## src/rtl/seg7_scan_reader.sv

```systemverilog
// Seven-segment scan reader.
// Samples a time-multiplexed 4-digit seven-segment display, waits for each
// digit/segment pair to settle, decodes it to BCD and publishes a complete
// 4-digit frame once every digit has been captured.
//
// state   | meaning
// --------+-----------------------------------------------------------
// COLLECT | gathering digit captures into the captured mask
// EMIT    | one-cycle frame publish: bcd_out/digit_err updated, valid high
module seg7_scan_reader #(
    parameter int unsigned STABLE_CYC = 4
) (
    input  logic        clk,
    input  logic        rst_n,
    input  logic [7:1]  seg_in,
    input  logic [3:0]  dig_en,
    input  logic        clr,
    output logic [15:0] bcd_out,
    output logic        valid,
    output logic [3:0]  digit_err,
    output logic        bus_err
);

    typedef enum logic [0:0] {
        COLLECT = 1'b0,
        EMIT    = 1'b1
    } state_t;

    localparam logic [7:0] STABLE_C = 8'(STABLE_CYC);

    state_t      state_q;
    logic [7:1]  seg_q;
    logic [3:0]  dig_q;
    logic [7:1]  seg_prev_q;
    logic [3:0]  dig_prev_q;
    logic [7:0]  cnt_q;
    logic [7:0]  cnt_d;
    logic [3:0]  mask_q;
    logic [3:0]  mask_d;
    logic [15:0] pend_q;
    logic [15:0] pend_d;
    logic [3:0]  perr_q;
    logic [3:0]  perr_d;
    logic [15:0] bcd_q;
    logic        valid_q;
    logic [3:0]  derr_q;
    logic        bus_err_q;

    logic        same;
    logic        onehot;
    logic        multihot;
    logic        capture;
    logic [4:0]  dec;

    // Map a segment pattern (g..a) to {illegal, nibble}; unknown codes give 4'hF.
    function automatic logic [4:0] decode(input logic [7:1] s);
        logic [4:0] r;
        case (s)
            7'b0111111: r = 5'h00;
            7'b0000110: r = 5'h01;
            7'b1011011: r = 5'h02;
            7'b1001111: r = 5'h03;
            7'b1100110: r = 5'h04;
            7'b1101101: r = 5'h05;
            7'b1111101: r = 5'h06;
            7'b0000111: r = 5'h07;
            7'b1111111: r = 5'h08;
            7'b1101111: r = 5'h09;
            default:    r = 5'h1F;
        endcase
        return r;
    endfunction

    // Dwell tracking, capture decision and next pending frame contents.
    always_comb begin
        multihot = (dig_q & (dig_q - 4'd1)) != 4'd0;
        onehot   = (dig_q != 4'd0) && !multihot;
        same     = {dig_q, seg_q} == {dig_prev_q, seg_prev_q};
        dec      = decode(seg_q);

        cnt_d = cnt_q;
        if (!same || !onehot) begin
            cnt_d = 8'd0;
        end else if (cnt_q < STABLE_C) begin
            cnt_d = cnt_q + 8'd1;
        end

        // Fires only on the transition into STABLE_C, so a saturated dwell
        // never captures twice.
        capture = same && onehot && (cnt_q == STABLE_C - 8'd1);

        pend_d = pend_q;
        perr_d = perr_q;
        mask_d = mask_q;
        if (capture) begin
            for (int i = 0; i < 4; i++) begin
                if (dig_q[i]) begin
                    pend_d[4*i +: 4] = dec[3:0];
                    perr_d[i]        = dec[4];
                    mask_d[i]        = 1'b1;
                end
            end
        end
    end

    // Input stage, dwell counter, frame FSM and registered outputs.
    always_ff @(posedge clk or negedge rst_n) begin
        if (!rst_n) begin
            seg_q      <= '0;
            dig_q      <= '0;
            seg_prev_q <= '0;
            dig_prev_q <= '0;
            cnt_q      <= '0;
            mask_q     <= '0;
            pend_q     <= '0;
            perr_q     <= '0;
            bcd_q      <= '0;
            valid_q    <= 1'b0;
            derr_q     <= '0;
            bus_err_q  <= 1'b0;
            state_q    <= COLLECT;
        end else begin
            seg_q      <= seg_in;
            dig_q      <= dig_en;
            seg_prev_q <= seg_q;
            dig_prev_q <= dig_q;
            if (clr) begin
                // Clear drops any same-cycle capture or publish.
                cnt_q     <= '0;
                mask_q    <= '0;
                perr_q    <= '0;
                bus_err_q <= 1'b0;
                valid_q   <= 1'b0;
                state_q   <= COLLECT;
            end else begin
                cnt_q  <= cnt_d;
                pend_q <= pend_d;
                perr_q <= perr_d;
                if (multihot) begin
                    bus_err_q <= 1'b1;
                end
                case (state_q)
                    COLLECT: begin
                        if (mask_d == 4'hF) begin
                            state_q <= EMIT;
                            valid_q <= 1'b1;
                            bcd_q   <= pend_d;
                            derr_q  <= perr_d;
                            mask_q  <= '0;
                        end else begin
                            valid_q <= 1'b0;
                            mask_q  <= mask_d;
                        end
                    end
                    EMIT: begin
                        // A capture landing here starts the next frame.
                        state_q <= COLLECT;
                        valid_q <= 1'b0;
                        mask_q  <= mask_d;
                    end
                    default: begin
                        state_q <= COLLECT;
                        valid_q <= 1'b0;
                        mask_q  <= '0;
                    end
                endcase
            end
        end
    end

    assign bcd_out   = bcd_q;
    assign valid     = valid_q;
    assign digit_err = derr_q;
    assign bus_err   = bus_err_q;

endmodule

```

## config.mk

```make
export PLATFORM = sky130hd
export DESIGN_NAME = seg7_scan_reader
export DESIGN_NICKNAME = d
export VERILOG_FILES = /design/src/rtl/seg7_scan_reader.sv
export SDC_FILE = /design/constraint.sdc
export NUM_CORES = 1
export LEC_CHECK = 0
export CAP_MARGIN = 10
export CORE_AREA = 2 2 80 82
export CTS_BUF_LIST = sky130_fd_sc_hd__clkbuf_8
export CTS_CLUSTER_SIZE = 8
export DETAILED_ROUTE_END_ITERATION = 8
export DIE_AREA = 0 0 82 84
export PLACE_DENSITY = 0.76
export RECOVER_POWER = 100
export SETUP_SLACK_MARGIN = 0.15
export SLEW_MARGIN = 20
export SYNTH_ARGS = -nofsm -noshare
export SYNTH_HDL_FRONTEND = slang
export SYNTH_SLANG_ARGS = --single-unit
```

## constraint.sdc

```tcl
create_clock -name clk -period 8.9 [get_ports clk]
set_input_delay 0.89 -clock clk [delete_from_list [all_inputs] [get_ports clk]]
set_output_delay 0.89 -clock clk [all_outputs]
set_load 0.01 [all_outputs]
```

Word-level counts from Yosys, hierarchy flattened
Cells that the tools add are included.
{ "classes": {"n_addsub": 2, "magnitude_cmp": 1, "n_eq_ne": 13, "mux": 28, "n_bitwise": 3, "reduce_logical": 12} }
{ "op_table": {"columns": ["op", "count"], "rows": [
  ["5-bit case mux with 10 select lines", 1],
  ["7-bit == test, second input constant", 7],
  ["4-bit 2-to-1 mux", 9],
  ["8-bit 2-to-1 mux", 3],
  ["16-bit 2-to-1 mux", 1],
  ["7-bit by 3-bit == test with 1-bit output, second input constant", 2],
  ["1-bit 2-to-1 mux", 12],
  ["11-bit == test", 1],
  ["8-bit by 1-bit adder with 8-bit output, second input constant", 1],
  ["8-bit by 2-bit == test with 1-bit output, second input constant", 1],
  ["8-bit by 3-bit < comparator with 1-bit output, second input constant", 1],
  ["4-bit case mux with 2 select lines", 1],
  ["4-bit nonzero test", 2],
  ["7-bit by 6-bit == test with 1-bit output, second input constant", 1],
  ["4-bit AND", 1],
  ["4-bit == test, second input constant", 1],
  ["4-bit by 1-bit subtractor with 4-bit output, second input constant", 1],
  ["1-bit logical AND", 3],
  ["1-bit zero test", 3],
  ["3-bit AND reduction", 1],
  ["3-bit nonzero test", 1],
  ["1-bit NOT", 2],
  ["1-bit case mux with 2 select lines", 1],
  ["2-bit nonzero test", 1],
  ["1-bit logical OR", 1]
]} }
{ "word_totals": {"reg_bits": 76, "inputBits": 14, "elab_cells": 71} }

Depth between registers and ports, before layout
Gate-level depths: netlist (run 1).
{ "logic_depth": {"ltp_word": 12, "mapped_depth": 11, "mapped_depth_nobuf": 7} }

Least setup slack after synthesis (run 1)
No wires, ideal clock.
{ "synth_timing": {"kind": "register to register", "startpoint": "reg cnt_q[3]", "endpoint": "reg bcd_q[10] (netlist: bcd_out[10])", "setup_time_ps": 125, "t_arrival_ps": 2698, "slack_ps": 6077, "path_stages_with_launch": 10, "synth_period_minus_slack_ps": 2823, "cell_sequence": "dfrtp_1 or4_4 nor4b_4 nand3_2 o21ba_1 or2_0 or4_1 clkbuf_1 buf_6 mux2_4"} }
{ "synth_between": {"elab_chain_len": 5} }
{ "synth_lines": {"columns": ["element", "line", "rtl"], "rows": [
  ["start, declared", "36", "logic [7:0] cnt_q;"],
  ["start signal, assigned", "136", "cnt_q <= cnt_d;"],
  ["8-bit by 2-bit == test with 1-bit output (*)", "90", "capture = same && onehot && (cnt_q == STABLE_C - 8'd1);"],
  ["1-bit logical AND (*)", "90", null],
  ["4-bit 2-to-1 mux", "95", "if (capture) begin"],
  ["4-bit == test", "144", "if (mask_d == 4'hF) begin"],
  ["3-bit AND reduction (no line)", null, null],
  ["end signal, assigned", "147", "bcd_q <= pend_d;"],
  ["end, declared", "44", "logic [15:0] bcd_q;"]
]} }
Every way passes the cells marked *; elsewhere a longest branch is shown, timed or not.
A chain may end at the register's enable or synchronous reset.

==> results of run 1 <==
==> Yosys cell counts (all sizes together) (3+ instances only) <==
cell,instances,area [sq um]
or3,3,18.8
mux2i,33,330
inv,19,71.3
o21ai,14,70.1
dfrtp,76,1900
nor4,8,50.1
and3,5,31.3
buf,5,31.3
nand2,15,56.3
xor2,12,105
mux2,12,146
nor2,14,52.6
and2,5,31.3
nor2b,3,18.8
or2,3,18.8
clkbuf,7,26.3
nor3,6,30.0
==> kinds of logic (layout without fill, tap and decap cells) <==
group                      Yosys count  in the layout  share of synthesized area [%]
muxes                               45             45                           14.9
adders and majority gates            2              2                          0.703
buffers and inverters               31             71                           4.02
DFF                                 76             76                           59.4
and+or+nand+nor                     73             73                           12.8
xor gates and xnor gates            13             13                           3.55
AOI/OAI and AO/OA                   25             25                           4.69
==> worst reg2reg max path: cells and delay by family (launching register included) <==
| family | cells | cell delay, ns |
|---|---|---|
| AND/OR/NAND/NOR | 4 | 1.64 |
| AO/OA/AOI/OAI | 1 | 0.27 |
| adder cells (fa/ha/maj) | 1 | 0.38 |
| multiplexers | 1 | 0.43 |
| flip-flops | 1 | 0.45 |
| buffers and inverters | 1 | 0.43 |
==> power groups by stage <==
stage	combinational, mW	sequential [mW]	clock, mW
after floorplan	0.0246	0.375	0
after global placement	0.0445	0.377	0
after detailed placement	0.0451	0.378	0
after CTS	0.0458	0.371	0.258
after global routing	0.0499	0.373	0.275
final	0.0429	0.372	0.253
==> flip-flops by register name, summed over array words and instances (netlist names), 4 cells and up <==
signal / flops
dig_q: 4
perr_q: 4
mask_q: 4
cnt_q: 8
bcd_out: 16
seg_prev_q: 7
pend_q: 16
dig_prev_q: 4
seg_q: 7
digit_err: 4
==> layout make-up <==
type / count / share of cell area, %
Clock inverter: 5 / 1.43
Multi-Input combinational cell: 158 / 30.8
Timing Repair Buffer: 37 / 9.31
Tap cell: 77 / 2.55
Inverter: 19 / 1.89
Clock buffer: 10 / 3.65
Sequential cell: 76 / 50.4
==> worst max path at each step <==
stage	slack, ns	to	cells past startpoint	from
after floorplan	6.08	bcd_out[10]	9	cnt_q[3]
after global placement	5.54	bcd_out[14]	7	cnt_q[3]
after detailed placement	5.43	bcd_out[6]	8	dig_q[1]
after CTS	5.41	bcd_out[6]	8	dig_q[1]
after global routing	3.99	cnt_q[0]	1	rst_n
final	4.84	bcd_out[11]	1	rst_n
==> routing by layer <==
metal	vias up	wire length, microns
met1	977	2670
met3	10	190
met5	-	0
met2	36	2770
met4	0	106
li1	975	-
==> per-stage QoR <==
stage	instances	area, sq um
4_1_cts	382	3800
3_3_place_gp	367	3610
5_1_grt	382	3770
6_report	382	3770
3_5_place_dp	367	3610
2_1_floorplan	265	3200
==> summary.txt, run 1 <==
Outcome
  – Status: finished, violations left
  – Failing checks: capacitance limit, slew limit

Min path
  – Hold Crit Start: pend_q[15]
  – Hold Crit Class: reg2reg
  – Cell depth of the worst hold path: 2
  – WHS Endpoint: pend_q[15]

Timing
  – Fin Clk Skew: 0.00634 ns
  – Final TNS setup: 0 ns
  – Worst Tran Pin Value: ~3.9 ns
  – Unrepaired setup endpoints after global routing: false
  – Count of pins over their slew limit: 119
  – Fmax: 246 MHz
  – Fin Hold WS: 0.489 ns
  – Fin crit share: 45.6%
  – Final hold violations: 0
  – Worst setup margin: approximately 4.8 ns
  – Final setup viols: 0
  – Worst rel slew slack: -158%
  – Crit path time final: 4.06 ns

Die
  – Core area: 0.00610 sq mm
  – Initial Util: roughly 53%
  – Row cnt: 29
  – Die height: 84 microns
  – Die ar.: 0.00689 sq mm
  – DIE WIDTH: roughly 80 microns
  – Number of placed I/O pins: 36

Final layout
  – Commonest non-fill, non-tap cell in the layout: dfrtp_1
  – Nets: 316
  – # diodes: 0
  – Multi-input logic area: between 0.001 and 0.0015 sq mm
  – Share of layout cells above drive strength 1: under 10%
  – Layout area overhead: 17.8%
  – Register Area: 0.00190 sq mm
  – Filler instances: around 500
  – Fin util: 61.9%
  – Most frequent cells in the layout: dfrtp_1 (76), dlygate4sd3_1 (34), mux2i_1 (33)

CTS
  – Total CTS buffers: 9
  – Clk_lat worst skew: 0.34 ns
  – CTS tree: built
  – H-tree levels: 3
  – Clk pin slew, worst setup/hold paths: 0.08 ns
  – Max Root-Sink Buffers: 2
  – Postcts setup bufs: 0
  – Hold-fix buffers at CTS: 0
  – Post-cts sizing count: 0
  – Root Buffer: clkbuf_8
  – # clock sinks: 76

Drt
  – Vias per cell: 5.23
  – DRC errors left: 0
  – ANT nets after route: 0
  – DR WL/cell: between 15 and 20 microns
  – Routed vias: 1998
  – WL final: 5.73 mm
  – First-pass DRT Iterations: 4
  – First DRT Iteration DRCs: 126

Worst setup path
  – Arrival time worst endpoint: 3.61 ns
  – Crit path max-delay family: buffers and inverters
  – Reg2reg setup slack: 5.20 ns
  – Worst path cell trace: clkbuf_1
  – Critical path startpoint category: input port
  – Crit Path Category: in2async
  – Worst path max stage delay: around 2.7 ns
  – Worst r2r src: dig_q[3]
  – Worst Path Buf+Inv: 1
  – CP required: 8.46 ns
  – R2R depth: 8
  – CP Capture Type: async pin
  – R2R Path End: bcd_out[10]
  – CP max-delay cell: clkbuf_1
  – Worst-path maximum fanout: 76

Synth
  – Gate count of the mapped netlist: between 200 and 300
  – Syn_area_per_cell: 12.1 sq um
  – FFs w/ async S/R, synth: 100%
  – Net count after synthesis: 280
  – Warnings, synthesis: 0
  – Synth Flop Type: dfrtp_1
  – Number of synthesized register bits: 76
  – Number of synthesized flops with an enable pin: 0
  – Syn Std Cell Area: between 0.003 and 0.004 sq mm
  – Library cells used by synthesis: 43
  – Register area share after synthesis: about three fifths

Flow run
  – Max_cap viols: 2

Global routing
  – Met2 Usage GRT: 28.3%
  – First-pass GRT wire length: 9.91 mm
  – Met1 usage: 26.1%
  – Total gr overflow: 0
  – GRT busiest layer: met2
  – Largest net degree at the start of global routing: between 70 and 80
  – Vias in the first global route: 2114
  – Met3 usage: 4.76%
  – Initial antenna violation count: 0
  – Total Routing Usage GR: 19.1%

Power and ir drop
  – LEAKAGE: 1.80 nW
  – Clock power share: roughly 38%
  – PD cells: about 180 mW/mm^2
  – Part of the power in registers: a little under three fifths
  – Sw Pwr: 156 uW
  – Final Power: 667 uW
  – Int Power: 511 uW
  – Logic pwr share: 6.4%
  – Worst VDD drop: 0.0000967 V
  – Switching part of the total power: 23.4%

Placed design
  – Pre-CTS setup slack: 5.43 ns
  – I/O Buffers: 35
  – Hpwl dp: 3.84 mm
  – Placer's final routability congestion estimate: 0.860
No activity file was read; power rests on OpenSTA's default activity.
==> inputs of run 2 (changes only) <==
==> constraint.sdc (replaced) <==
create_clock -name clk -period 4.1 [get_ports clk]
set_input_delay 0.41 -clock clk [delete_from_list [all_inputs] [get_ports clk]]
set_output_delay 0.41 -clock clk [all_outputs]
set_load 0.01 [all_outputs]
==> run 2 against run 1 <==
Against the previous run:
- the flow still finishes with violations (capacitance limit, slew limit)
- worst hold slack hardly changed
- count of clock-buffer cells in the layout rose by 1
- wire length fell by 0.73%
- clock skew rose by 0.0010 ns
- critical path depth increased by 7
- first-iteration DRC count fell by 4.8%
- clock power grew 120%
- core utilization rose by 0.33 points
- cell count up 0.52%
- highest routed layer unchanged
- sequential share of layout area is 0.27 points lower
==> summary.txt, run 2 (synthesized netlist as in run 1, its figures left out) <==
Final layout
  – Most frequent cells in the layout: dfrtp_1 (76), mux2i_1 (33), dlygate4sd3_1 (33)
  – # diodes: 0 (unchanged)
  – Fin util: 62.3% (+0.33 points)
  – Filler instances: 495 (-0.80%)
  – Final Cell Area: 0.00379 sq mm (+0.53%)
  – Share of layout cells above drive strength 1: 10.7% (+1.6 points)
  – Layout area overhead: 18.4%
  – Commonest non-fill, non-tap cell in the layout: dfrtp_1
  – Nets: 317 (+0.32%)

Drt
  – Vias per cell: 5.25 (+0.43%)
  – DRC errors left: 0 (unchanged)
  – DR WL/cell: 14.8 microns (-1.2%)
  – ANT nets after route: 0 (unchanged)
  – WL final: 5.69 mm (-0.73%)
  – Routed vias: 2017 (+0.95%)
  – First-pass DRT Iterations: 4 (unchanged)
  – First DRT Iteration DRCs: 120 (-4.8%)

CTS
  – Clk pin slew, worst setup/hold paths: 0.07 ns (about the same)
  – # clock sinks: 76 (unchanged)
  – Max Root-Sink Buffers: 2 (unchanged)
  – CTS tree: built
  – Postcts setup bufs: 0 (unchanged)
  – Root Buffer: clkbuf_8
  – Clk_lat worst skew: 0.34 ns (about the same)
  – H-tree levels: 3 (unchanged)
  – Post-cts sizing count: 0 (unchanged)
  – Hold-fix buffers at CTS: 0 (unchanged)
  – Total CTS buffers: 9 (unchanged)

Power and ir drop
  – Final Power: 1.47 mW (+120%)
  – PD cells: 387 mW/mm^2 (+120%)
  – Worst VDD drop: 0.000235 V (+140%)
  – LEAKAGE: 1.82 nW (+1.3%)

Global routing
  – Initial antenna violation count: 0 (unchanged)
  – Largest net degree at the start of global routing: 77 (unchanged)
  – First-pass GRT wire length: 10.0 mm (+1.0%)
  – Total gr overflow: 0 (unchanged)
  – Total Routing Usage GR: 19.3% (+0.17 points)
  – Vias in the first global route: 2116 (+0.095%)

Placed design
  – Hpwl dp: 3.91 mm (+2.0%)
  – Placer's final routability congestion estimate: 0.834 (-3.0%)
  – Cell Area, Placed: 0.00361 sq mm (+0.21%)
  – I/O Buffers: 35 (unchanged)
  – Pre-CTS setup slack: 1.02 ns (-4.40 ns)

Outcome
  – Failing checks: capacitance limit, slew limit
  – Status: finished, violations left

Timing
  – Worst setup margin: 0.736 ns (-4.11 ns)
  – Final setup viols: 0 (unchanged)
  – Fin crit share: between 80% and 90%
  – Fin Clk Skew: 0.00736 ns (+0.00101 ns)
  – Fmax: 297 MHz
  – Crit path time final: 3.36 ns
  – Unrepaired setup endpoints after global routing: false
  – Final TNS setup: 0 ns (unchanged)
  – Worst Tran Pin Value: 1.84 ns (-2.04 ns)
  – Count of pins over their slew limit: 77 (-35%)
  – Worst rel slew slack: -22.4% (+140 points)
  – Final hold violations: 0 (unchanged)

Worst setup path
  – Crit Path Category: reg2reg
  – Worst path max stage delay: 0.45 ns (-2.22 ns)
  – Arrival time worst endpoint: 3.58 ns (-0.03 ns)
  – Worst path cell trace: maj3_1, o21ai_0, and4_1, and3_1, o22ai_1, or4_1, clkbuf_2, mux2_1
  – CP required: 4.32 ns (-4.14 ns)
  – CP Capture Type: register
  – Worst-path maximum fanout: 21 (-72%)
  – CP max-delay cell: dfrtp_1
  – Critical path startpoint category: register

Die
  – Row cnt: 29 (unchanged)
  – Initial Util: 52.6% (unchanged)
  – Core area: 0.00610 sq mm (unchanged)
  – DIE WIDTH: 82 microns (unchanged)
  – Number of placed I/O pins: 36 (unchanged)
  – Die ar.: 0.00689 sq mm (unchanged)
  – Die height: 84 microns (unchanged)

Min path
  – Hold Crit Class: reg2reg

Flow run
  – Max_cap viols: 1 (-1)
-- run 2: cell types whose count changed in the layout (fill, tap and decap cells not counted) --
cell             delta
clkinvlp_4          -2
clkbuf_2            +2
clkbuf_1            -2
dlygate4sd3_1       -1
clkdlybuf4s50_1     +1
buf_4               +1
clkbuf_8            +1
clkinv_2            +3
inv_1               -1
-- run 2: worst max-delay path: cells and delay by family (launching register included) --
family / cells / cell delay (ns)
buffers and inverters: 1 / 0.40
DFF: 1 / 0.45
adders and majority gates: 1 / 0.36
AOI/OAI and AO/OA: 2 / 0.44
muxes: 1 / 0.44
and+or+nand+nor: 3 / 1.15
-- run 2: where the power goes --
part | internal (mW) | total (mW) | switching [mW]
clock | 0.310 | 0.569 | 0.259
sequential | 0.781 | 0.806 | 0.0244
combinational | 0.0377 | 0.0948 | 0.0571
-- run 2: stage by stage --
stage | hold WS [ns] | instances
after CTS | 0.239 | 384
after detailed placement | 0.473 | 368
after global placement | 0.466 | 368
after floorplan | 0.114 | 265
after global routing | 0.513 | 384
final | 0.490 | 384
-- run 2: area by class of cell --
cell class	count	area [sq um]	share of cell area, %
flip-flops and latches	76	1900	50.1
multi-input cells	158	1160	30.6
inverters	19	71.3	1.88
well taps	77	96.3	2.54
clock inverters	5	50.0	1.32
clock buffers	11	151	3.99
repair buffers	38	362	9.53
-- run 2: worst paths after layout --
path / from / endpoint / slack, ns / cells after the start
max in group asynchronous: rst_n / pend_q[15] / 2.46 / 1
hold / removal: pend_q[12] / pend_q[12] / 0.49 / 2
setup / recovery: dig_q[1] / bcd_out[10] / 0.74 / 8
hold reg to reg: pend_q[12] / pend_q[12] / 0.49 / 2
min in group asynchronous: rst_n / cnt_q[1] / 0.57 / 1
setup reg to reg: dig_q[1] / bcd_out[10] / 0.74 / 8
-- run 2: routing by layer --
metal  routed length, microns  share of wire (%)  global-route usage [%]
met1                     2650                 47                    27.3
met2                     2740                 48                    27.9
met3                      165                2.9                    3.79
met4                      131                2.3                    10.3
met5                        0                  0                       0
==> inputs of run 3 (changes only) <==
==> constraint.sdc (replaced) <==
create_clock -name clk -period 3.45 [get_ports clk]
set_input_delay 0.345 -clock clk [delete_from_list [all_inputs] [get_ports clk]]
set_output_delay 0.345 -clock clk [all_outputs]
set_load 0.01 [all_outputs]
==> run 3 against run 2 <==
Against the previous run:
- the flow still finishes with violations (capacitance limit, slew limit)
- via count grew 1.1%
- sequential cell count stayed put
- combinational power increased by 15%
- clock power up 2%
- non-clock buffer count grew 4
- worst hold slack worse by 0.017 ns
- largest power group unchanged
==> summary.txt, run 3 (synthesized netlist as in run 1, its figures left out) <==
Min path
  – Hold Crit Class: in2async

Global routing
  – Total Routing Usage GR: 18.6% (-0.66 points)
  – Initial antenna violation count: 0 (unchanged)
  – Vias in the first global route: 2069 (-2.2%)
  – Largest net degree at the start of global routing: 77 (unchanged)
  – First-pass GRT wire length: 9.60 mm (-4.1%)
  – Total gr overflow: 0 (unchanged)

CTS
  – Postcts setup bufs: 0 (unchanged)
  – Root Buffer: clkbuf_8
  – Clk pin slew, worst setup/hold paths: 0.07 ns (about the same)
  – Total CTS buffers: 9 (unchanged)
  – Clk_lat worst skew: 0.34 ns (about the same)
  – CTS tree: built
  – Max Root-Sink Buffers: 2 (unchanged)
  – Hold-fix buffers at CTS: 0 (unchanged)
  – # clock sinks: 76 (unchanged)
  – H-tree levels: 3 (unchanged)
  – Post-cts sizing count: 0 (unchanged)

Timing
  – Unrepaired setup endpoints after global routing: false
  – Worst rel slew slack: -20.7% (+1.7 points)
  – Final setup viols: 0 (unchanged)
  – Count of pins over their slew limit: 77 (unchanged)
  – Fin crit share: 87.7% (+5.6 points)
  – Final TNS setup: 0 ns (unchanged)
  – Fmax: 331 MHz (+11%)
  – Fin Clk Skew: 0.00913 ns (+0.00177 ns)
  – Final hold violations: 0 (unchanged)
  – Worst Tran Pin Value: 1.81 ns (-0.0252 ns)
  – Crit path time final: 3.02 ns (-0.340 ns)

Placed design
  – Placer's final routability congestion estimate: 0.809 (-3.0%)
  – I/O Buffers: 35 (unchanged)
  – Hpwl dp: 3.86 mm (-1.3%)

Worst setup path
  – Critical path startpoint category: register
  – Crit Path Category: reg2reg
  – Worst-path maximum fanout: 12 (-43%)
  – Arrival time worst endpoint: 3.24 ns (-0.34 ns)
  – CP required: 3.67 ns (-0.65 ns)
  – CP Capture Type: register

Drt
  – WL final: 5.62 mm (-1.2%)
  – DRC errors left: 0 (unchanged)
  – ANT nets after route: 0 (unchanged)
  – Vias per cell: 5.27 (+0.36%)
  – DR WL/cell: 14.5 microns (-2.0%)
  – Routed vias: 2040 (+1.1%)
  – First DRT Iteration DRCs: 132 (+10%)
  – First-pass DRT Iterations: 4 (unchanged)

Final layout
  – Nets: 321 (+1.3%)
  – Multi-input logic area: 0.00116 sq mm (unchanged)
  – Commonest non-fill, non-tap cell in the layout: dfrtp_1
  – Share of layout cells above drive strength 1: 10.3% (-0.43 points)
  – Filler instances: 485 (-2.0%)
  – Most frequent cells in the layout: dfrtp_1 (76), mux2i_1 (33), dlygate4sd3_1 (33)
  – # diodes: 0 (unchanged)
  – Register Area: 0.00190 sq mm (unchanged)
  – Layout area overhead: 18.0%

Flow run
  – Max_cap viols: 1 (unchanged)

Power and ir drop
  – PD cells: 435 mW/mm^2 (+12%)
  – LEAKAGE: 1.82 nW (about the same)
  – Worst VDD drop: 0.000250 V (+6.7%)
  – Final Power: 1.64 mW (+12%)

Die
  – Core area: 0.00610 sq mm (unchanged)
  – Initial Util: 52.6% (unchanged)
  – Row cnt: 29 (unchanged)
  – Die ar.: 0.00689 sq mm (unchanged)
  – Number of placed I/O pins: 36 (unchanged)
  – DIE WIDTH: 82 microns (unchanged)
  – Die height: 84 microns (unchanged)

Outcome
  – Status: finished, violations left
  – Failing checks: capacitance limit, slew limit
[run 3: path summary, 6_finish.rpt]
path	slack, ns	to	start	depth (start not counted)
worst min register to register	0.49	pend_q[7]	pend_q[7]	2
worst min-delay path	0.47	cnt_q[6]	rst_n	1
worst max-delay path	0.43	bcd_out[10]	dig_q[3]	8
max in group asynchronous	1.89	bcd_out[6]	rst_n	1
worst max register to register	0.43	bcd_out[10]	dig_q[3]	8
min in group clk	0.49	pend_q[7]	pend_q[7]	2
[run 3: area by class of cell]
class	instances	share of cell area, %
clock inverter	4	0.463
clock buffer	11	4.00
tap	77	2.55
sequential	76	50.3
inverter	19	1.89
timing repair buffer	42	10.1
multi-input combinational	158	30.7
[run 3: routing by layer]
| metal | GRT usage, % | vias up | wire length [microns] | part of all wire (%) |
|---|---|---|---|---|
| li1 | - | 984 | - | - |
| met1 | 25.6 | 1015 | 2570 | 46 |
| met2 | 27.6 | 32 | 2740 | 49 |
| met3 | 4.00 | 9 | 220 | 3.9 |
| met4 | 9.55 | 0 | 94 | 1.7 |
| met5 | 0 | - | 0 | 0 |
[run 3: where the power goes]
group / total, mW / switching, mW / internal, mW
logic: 0.109 / 0.0640 / 0.0449
registers: 0.957 / 0.0285 / 0.929
clock network: 0.578 / 0.289 / 0.289
[run 3: stage by stage]
step | util (%) | instances | hold slack [ns] | cell area [sq um] | setup slack (ns)
global route | 62.0 | 387 | 0.513 | 3780 | 0.207
floorplan | - | 265 | 0.0494 | 3200 | 0.627
detailed placement | 59.6 | 371 | 0.469 | 3640 | 0.409
global placement | 59.6 | 371 | 0.465 | 3640 | 0.469
finish | 62.0 | 387 | 0.473 | 3780 | 0.426
CTS | 62.4 | 386 | 0.170 | 3800 | 0.397
[run 3: worst max-delay path: stages (launching register included)]
cell     delay [ns]
dfrtp_1        0.45
maj3_1         0.36
o21ai_0        0.32
nand4_1        0.27
o21ba_1        0.26
or2_0          0.21
or4_1          0.49
buf_4          0.22
mux2_1         0.33
